### src/rtl/serial_subtractor_pkg.sv
// Shared types for the bit-serial subtractor.
package serial_sub_pkg;

  localparam int unsigned STATE_W = 2;

  typedef enum logic [STATE_W-1:0] {
    IDLE = 2'd0,
    CALC = 2'd1,
    DONE = 2'd2
  } sub_state_t;

endpackage

### src/rtl/full_subtractor_bit.sv
// 1-bit full-subtractor cell: d = a - b - br_in, br_out is the borrow out.
module full_subtractor_bit (
  input  logic a,
  input  logic b,
  input  logic br_in,
  output logic d,
  output logic br_out
);

  assign d      = a ^ b ^ br_in;
  assign br_out = (~a & b) | (~a & br_in) | (b & br_in);

endmodule

### src/rtl/serial_subtractor.sv
// Bit-serial a - b - borrow_in, LSB first, with valid/ready on both sides.
module serial_subtractor
  import serial_sub_pkg::*;
#(
  parameter int unsigned WIDTH = 4
) (
  input  logic             clk,
  input  logic             rst_n,
  input  logic             in_valid,
  output logic             in_ready,
  input  logic [WIDTH-1:0] a,
  input  logic [WIDTH-1:0] b,
  input  logic             borrow_in,
  output logic             out_valid,
  input  logic             out_ready,
  output logic [WIDTH-1:0] diff,
  output logic             borrow_out,
  output logic             overflow
);

  localparam int unsigned CNT_W = (WIDTH > 1) ? $clog2(WIDTH) : 1;
  localparam logic [CNT_W-1:0] LAST = CNT_W'(WIDTH - 1);

  sub_state_t       state;
  logic [CNT_W-1:0] cnt;
  logic [WIDTH-1:0] a_sh;
  logic [WIDTH-1:0] b_sh;
  logic [WIDTH-1:0] res;
  logic             br;
  logic             sa;
  logic             sb;
  logic             d;
  logic             br_nxt;

  full_subtractor_bit u_cell (
    .a      (a_sh[0]),
    .b      (b_sh[0]),
    .br_in  (br),
    .d      (d),
    .br_out (br_nxt)
  );

  always_ff @(posedge clk or negedge rst_n) begin
    if (!rst_n) begin
      state <= IDLE;
      cnt   <= '0;
      a_sh  <= '0;
      b_sh  <= '0;
      res   <= '0;
      br    <= 1'b0;
      sa    <= 1'b0;
      sb    <= 1'b0;
    end else begin
      unique case (state)
        IDLE: begin
          if (in_valid) begin
            a_sh  <= a;
            b_sh  <= b;
            res   <= '0;
            br    <= borrow_in;
            sa    <= a[WIDTH-1];
            sb    <= b[WIDTH-1];
            cnt   <= '0;
            state <= CALC;
          end
        end
        CALC: begin
          a_sh <= a_sh >> 1;
          b_sh <= b_sh >> 1;
          res  <= {d, res[WIDTH-1:1]};
          br   <= br_nxt;
          // counter is cleared on exit so it never wraps arithmetically
          if (cnt == LAST) begin
            cnt   <= '0;
            state <= DONE;
          end else begin
            cnt <= cnt + CNT_W'(1);
          end
        end
        DONE: begin
          if (out_ready) state <= IDLE;
        end
        default: state <= IDLE;
      endcase
    end
  end

  assign in_ready   = (state == IDLE);
  assign out_valid  = (state == DONE);
  assign diff       = res;
  assign borrow_out = br;
  assign overflow   = (sa != sb) && (res[WIDTH-1] != sa);

endmodule
### config.mk
export PLATFORM = sky130hd
export DESIGN_NAME = serial_subtractor
export DESIGN_NICKNAME = d
export VERILOG_FILES = /design/src/rtl/serial_subtractor_pkg.sv /design/src/rtl/full_subtractor_bit.sv /design/src/rtl/serial_subtractor.sv
export SDC_FILE = /design/constraint.sdc
export NUM_CORES = 1
export LEC_CHECK = 0
export BUFFER_PORTS_ARGS = -buffer_cell sky130_fd_sc_hd__buf_2
export CAP_MARGIN = 10
export CORE_UTILIZATION = 40
export DETAILED_ROUTE_END_ITERATION = 8
export PLACE_DENSITY = 0.63
export SLEW_MARGIN = 10
export SYNTH_ARGS = -nofsm -noshare
export SYNTH_HDL_FRONTEND = slang
export SYNTH_HIERARCHICAL = 1
export SYNTH_SLANG_ARGS = --single-unit
export TNS_END_PERCENT = 50
### constraint.sdc
create_clock -name clk -period 2.92 [get_ports clk]
set_input_delay 0.438 -clock clk [delete_from_list [all_inputs] [get_ports clk]]
set_output_delay 0.438 -clock clk [all_outputs]
set_load 0.01 [all_outputs]
==> results.yml, run 1 <==
worst_hold_path:
  hold_path.class: "in2async"
synthesis:
  syn_avg_cell_area_sq_um: 11.9
  ys.flop_type: "dfrtp_1"
  synth-edff-count: 0
  ys_seq_elements: 19
  synth_top_area_share_pct: 49.5
  syn-num-nets: 96
  yosysWarnings: 6
  netlist_area_sq_um: 961
  synthArstFlopShare_pct: 100
  synthTopCellsByCount: "19 x dfrtp_1, 11 x inv_1, 9 x a22o_1"
  netlist_instances: 81
  yosys.area.top_type: "dfrtp_1"
  netlist_top_cells_area: "dfrtp_1 49%, a22o_1 8.2%, nor4b_1 5.5%"
  ys_seq_area_share_pct: 49.5
  ys_types: 22
  yosysMostFrequentCell: "dfrtp_1"
worst_setup_path:
  slowest_stage: "dfrtp_1"
  arrival_ns: 1.41
  cp_max_fo: 18
  crit_family: "flip-flops"
  crit_chain: "nor2b_1 > buf_2"
  end_kind: "output pin"
  reg2reg_depth: 2
  cp_num_buf_inv: 1
  path_depth: 2
  worstPathRequired_ns: 2.48
  critPathLaunchType: "register"
  cp-startpoint: "state[1]$_DFFE_PN0P_"
  criticalPathCategory: "reg2out"
  slowest_delay_ns: 0.73
  r2r-start: "state[0]$_DFFE_PN0P_"
clocking:
  clock-sinks: 19
  clk_latency_ns: 0.29
  cts_buffer_depth: 2
  htree_levels: 1
  cts_tree: "yes"
  cts.clk_slew.worst_paths_ns: 0.10
  post-cts-setup-buffer-count: 0
  cts_resized: 0
  cts_buffers: 3
  cts_root_buf: "clkbuf_4"
  cts_hold_buf: 0
timing:
  fin_crit_ns: 1.85
  slew_headroom_pct: 60.4
  setup_viol: 0
  hold_viol: 0
  layout_worst_path_cycle_share_pct: 63.4
  drv_slew: 0
  tns_ns: 0
  holdWs_ns: 0.0627
  fmax_mhz: 541
  rsz0062_at_grt: "no"
  fin_worst_skew_ns: 0.00468
  worst_slew_pin_slew_ns: 0.594
global_routing:
  overflow: 0
  grt.total_usage_pct: 15.1
  grt_start_max_net_pins: 20
  antenna_found_initial: 0
  grt_pass1_vias: 655
  grt_pass1_wl_um: 2940
power_and_ir_drop:
  pwr-share-clk_pct: 11.4
  comb_power_share_pct: 42.4
  swShare_pct: 38.8
  power.net_switching_mw: 0.442
  p_int_mw: 0.697
  p_per_area_nw_per_um2: 1060
  leakage_nw: 0.522
  irDropWorstVdd_v: 0.000501
  p_seq_share_pct: 46.2
floorplan:
  die_h_um: 51.0
  dieArea_sq_um: 2600
  rows: 17
  ioPinCount: 21
  coreArea_sq_um: 2230
  dieWidth_um: 51.0
  initial_core_util_pct: 43.0
route:
  wl_um: 1640
  drcViolationCount: 0
  wl_per_cell_um: 12.9
  first_pass_iters: 6
  viasPerCell: 5.00
  postRouteAntennaNets: 0
  vias: 635
  drt_iter0_markers: 18
placement:
  hpwl_um: 1140
  dpl_cell_area_sq_um: 1040
  gp_congestion: 0.688
  numPortBuffers: 20
layout:
  drive_gt1_share_pct: 27.3
  diodes: 0
  nNetsFinal: 115
  fillers: 206
  area_delta_synth_final_pct: 11.5
  fin_area_sq_um: 1070
status:
  run_status: "finished clean"
run:
  max_cap_violations: 0
## layout by cell type, fill, tap and decap left out
cell       n
nor3b_4    1
or2b_1     1
mux2_4     2
o22ai_1    1
a222oi_1   1
a211oi_1   6
nand2_1    1
fa_1       1
ha_1       1
clkbuf_4   3
clkbuf_1   1
nand2b_1   2
dfrtp_1   19
buf_2     20
a22o_1     9
nor3b_1    6
o21bai_4   1
nor4b_1    6
inv_1     11
nor2_1     2
nor2b_1    3
a21oi_1    1
## flip-flops by register name, indices dropped and copies added (netlist names)
register	cells
sb	1
diff	4
state	2
borrow_out	1
b_sh	4
sa	1
a_sh	4
cnt	2
## metrics by stage
stage	util, %	power (mW)	instances	worst slack [ns]
final	48.0	1.14	127	1.07
after global routing	48.0	1.25	127	0.925
after CTS	48.0	1.15	127	1.07
after detailed placement	46.8	1.01	123	1.36
after global placement	46.8	1.01	123	1.39
after floorplan	-	0.926	81	1.61
## logic make-up after synthesis
family	Yosys count	share of synthesized area (%)
buf+inv	17	9.64
simple gates	22	17.3
flops	19	49.5
fa+ha+maj	2	3.39
compound gates	19	17.1
mux	2	3.13
## power by group through the flow
stage / clock network [mW] / registers (mW) / logic, mW
2_1_floorplan: 0 / 0.472 / 0.454
3_3_place_gp: 0 / 0.522 / 0.486
3_5_place_dp: 0 / 0.528 / 0.485
4_1_cts: 0.137 / 0.522 / 0.491
5_1_grt: 0.151 / 0.547 / 0.552
6_report: 0.129 / 0.526 / 0.483
## cell type report
class	count	area (sq um)	share of cell area, %
timing repair buffer	20	100	9.35
tap	28	35.0	3.27
clock buffer	4	26.3	2.45
inverter	11	41.3	3.86
sequential	19	475	44.4
multi-input combinational	45	393	36.7
## path summary, 6_finish.rpt
| kind | slack (ns) | endpoint |
|---|---|---|
| max | 1.07 | out_valid |
| min reg2reg | 0.51 | diff[0]$_DFFE_PN0P_ |
| min in group clk | 0.38 | b_sh[3]$_DFFE_PN0P_ |
| min | 0.06 | a_sh[1]$_DFFE_PN0P_ |
| max in group asynchronous | 2.56 | diff[0]$_DFFE_PN0P_ |
| max reg2reg | 1.34 | borrow_out$_DFFE_PN0P_ |
## routing by layer
metal / part of all wire, % / global-route usage (%)
met5: 0 / 0
met3: 4.1 / 2.98
met1: 51 / 20.9
met2: 44 / 22.4
met4: 0.73 / 6.94
## worst register-to-register path, stage by stage (launching register included)
cell and delay (ns):
dfrtp_1 0.74, nor2b_1 0.51, a222oi_1 0.20
(Power assumes the default switching activity.)
==> run 2, diff against run 1 <==
--- a/config.mk
+++ b/config.mk
@@ -9,7 +9,7 @@
 export CAP_MARGIN = 10
 export CORE_UTILIZATION = 40
 export DETAILED_ROUTE_END_ITERATION = 8
-export PLACE_DENSITY = 0.63
+export PLACE_DENSITY = 0.65
 export SLEW_MARGIN = 10
 export SYNTH_ARGS = -nofsm -noshare
 export SYNTH_HDL_FRONTEND = slang
==> constraint.sdc (replaced) <==
create_clock -name clk -period 1.6 [get_ports clk]
set_input_delay 0.24 -clock clk [delete_from_list [all_inputs] [get_ports clk]]
set_output_delay 0.24 -clock clk [all_outputs]
set_load 0.01 [all_outputs]
==> results.yml, run 2 (synthesis gave the netlist of run 1 again) <==
status:
  run_status: "finished clean"
clocking:
  cts_root_buf: "clkbuf_4"
  cts.clk_slew.worst_paths_ns: 0.10
  cts_tree: "yes"
  clock-sinks: 19
  cts_buffer_depth: 2
  cts_buffers: 3
  clk_latency_ns: 0.29
  post-cts-setup-buffer-count: 0
  htree_levels: 1
placement:
  gp_congestion: 0.686
  numPortBuffers: 20
  hpwl_um: 1270
worst_setup_path:
  cp_max_fo: 11
  slowest_stage: "dfrtp_2"
  crit_chain: "buf_4 > nor2_1 > buf_2"
  r2r-end: "borrow_out$_DFFE_PN0P_"
  r2r-start: "state[1]$_DFFE_PN0P_"
  path_depth: 3
  critPathLaunchType: "register"
  criticalPathCategory: "reg2out"
  worstPathRequired_ns: 1.36
  reg2reg_depth: 2
  crit_family: "flip-flops"
  worstSetupEndpoint: "in_ready"
  reg2reg_slack_ns: 0.28
  cp-startpoint: "state[0]$_DFFE_PN0P_"
  arrival_ns: 1.27
  cp_num_buf_inv: 2
  end_kind: "output pin"
  slowest_delay_ns: 0.49
timing:
  fin_worst_skew_ns: 0.00411
  drv_slew: 0
  tns_ns: 0
  setup_viol: 0
  layout_worst_path_cycle_share_pct: 94.2
  worst_slew_pin_slew_ns: 0.547
  fmax_mhz: 664
  fin_crit_ns: 1.51
  holdWs_ns: 0.177
  hold_viol: 0
  slew_headroom_pct: 63.5
  rsz0062_at_grt: "no"
global_routing:
  grt.total_usage_pct: 16.2
  grt_pass1_vias: 657
  grt_pass1_wl_um: 3080
  antenna_found_initial: 0
  grt_start_max_net_pins: 20
  overflow: 0
route:
  drcViolationCount: 0
  wl_met1_um: 867
  wl_met3_um: 69
  top_layer: "met4"
  wl_met2_um: 809
  first_pass_iters: 4
  wl_per_cell_um: 13.6
  drt_iter0_markers: 17
  wl_um: 1760
  viasPerCell: 5.24
  postRouteAntennaNets: 0
  vias: 681
floorplan:
  ioPinCount: 21
  coreArea_sq_um: 2230
  initial_core_util_pct: 43.0
  die_h_um: 51.0
  rows: 17
  dieWidth_um: 51.0
  dieArea_sq_um: 2600
layout:
  mostFrequentLayoutCell: "buf_2"
  fillers: 228
  diodes: 0
  final_cell_mix: "20 x buf_2, 17 x dfrtp_1, 11 x inv_1"
  final_util_pct: 49.2
  nNetsFinal: 118
  drive_gt1_share_pct: 30.4
  area_delta_synth_final_pct: 14.3
worst_hold_path:
  min_from: "a[3]"
  hold_path.class: "in2reg"
power_and_ir_drop:
  leakage_nw: 0.534
  irDropWorstVdd_v: 0.000953
  p_per_area_nw_per_um2: 1940
run:
  max_cap_violations: 0
==> run 2: cell count changes in the layout (fill, tap and decap cells not counted) <==
cell	previous run	this run
buf_4	0	2
dfrtp_1	19	17
dfrtp_2	0	2
dlygate4sd3_1	0	1
==> run 2: how the worst min path moves through the flow <==
stage | cells past startpoint | to
2_1_floorplan | 0 | a_sh[0]$_DFFE_PN0P_
3_3_place_gp | 1 | a_sh[2]$_DFFE_PN0P_
3_5_place_dp | 1 | a_sh[2]$_DFFE_PN0P_
4_1_cts | 2 | a_sh[3]$_DFFE_PN0P_
5_1_grt | 2 | a_sh[3]$_DFFE_PN0P_
6_report | 2 | a_sh[3]$_DFFE_PN0P_
==> run 2: cell type report <==
class | instances | area [sq um] | share of cell area, %
Tap cell | 28 | 35.0 | 3.19
Clock buffer | 4 | 26.3 | 2.39
Multi-Input combinational cell | 45 | 393 | 35.8
Inverter | 11 | 41.3 | 3.76
Sequential cell | 19 | 478 | 43.5
Timing Repair Buffer | 23 | 125 | 11.4
==> run 2: metal layers <==
| layer | vias up | track usage (%) |
|---|---|---|
| met2 | 13 | 22.6 |
| met4 | 0 | 5.56 |
| met3 | 2 | 3.27 |
| li1 | 329 | - |
| met5 | - | 0 |
| met1 | 337 | 24.5 |
==> run 2: repair_timing <==
action,4_1_cts,5_1_grt
endpoints found under the setup margin,0,2
endpoints found under the hold margin,19,0
hold buffers,1,0
gates resized for setup,0,2
==> run 2: metrics by stage <==
| step | instance area, sq um | setup slack [ns] | power [mW] | instances |
|---|---|---|---|---|
| after floorplan | 961 | 0.367 | 1.69 | 81 |
| after global placement | 1060 | 0.232 | 1.87 | 125 |
| after detailed placement | 1060 | 0.218 | 1.91 | 125 |
| after CTS | 1100 | 0.0324 | 2.16 | 130 |
| after global routing | 1100 | 0.0214 | 2.35 | 130 |
| final | 1100 | 0.0935 | 2.13 | 130 |
==> run 2: power by group <==
| part | leakage [nW] | internal, mW | switching (mW) |
|---|---|---|---|
| Clock | 0.0150 | 0.0970 | 0.139 |
| Combinational | 0.288 | 0.499 | 0.483 |
| Sequential | 0.230 | 0.713 | 0.203 |
| Total | 0.534 | 1.31 | 0.825 |
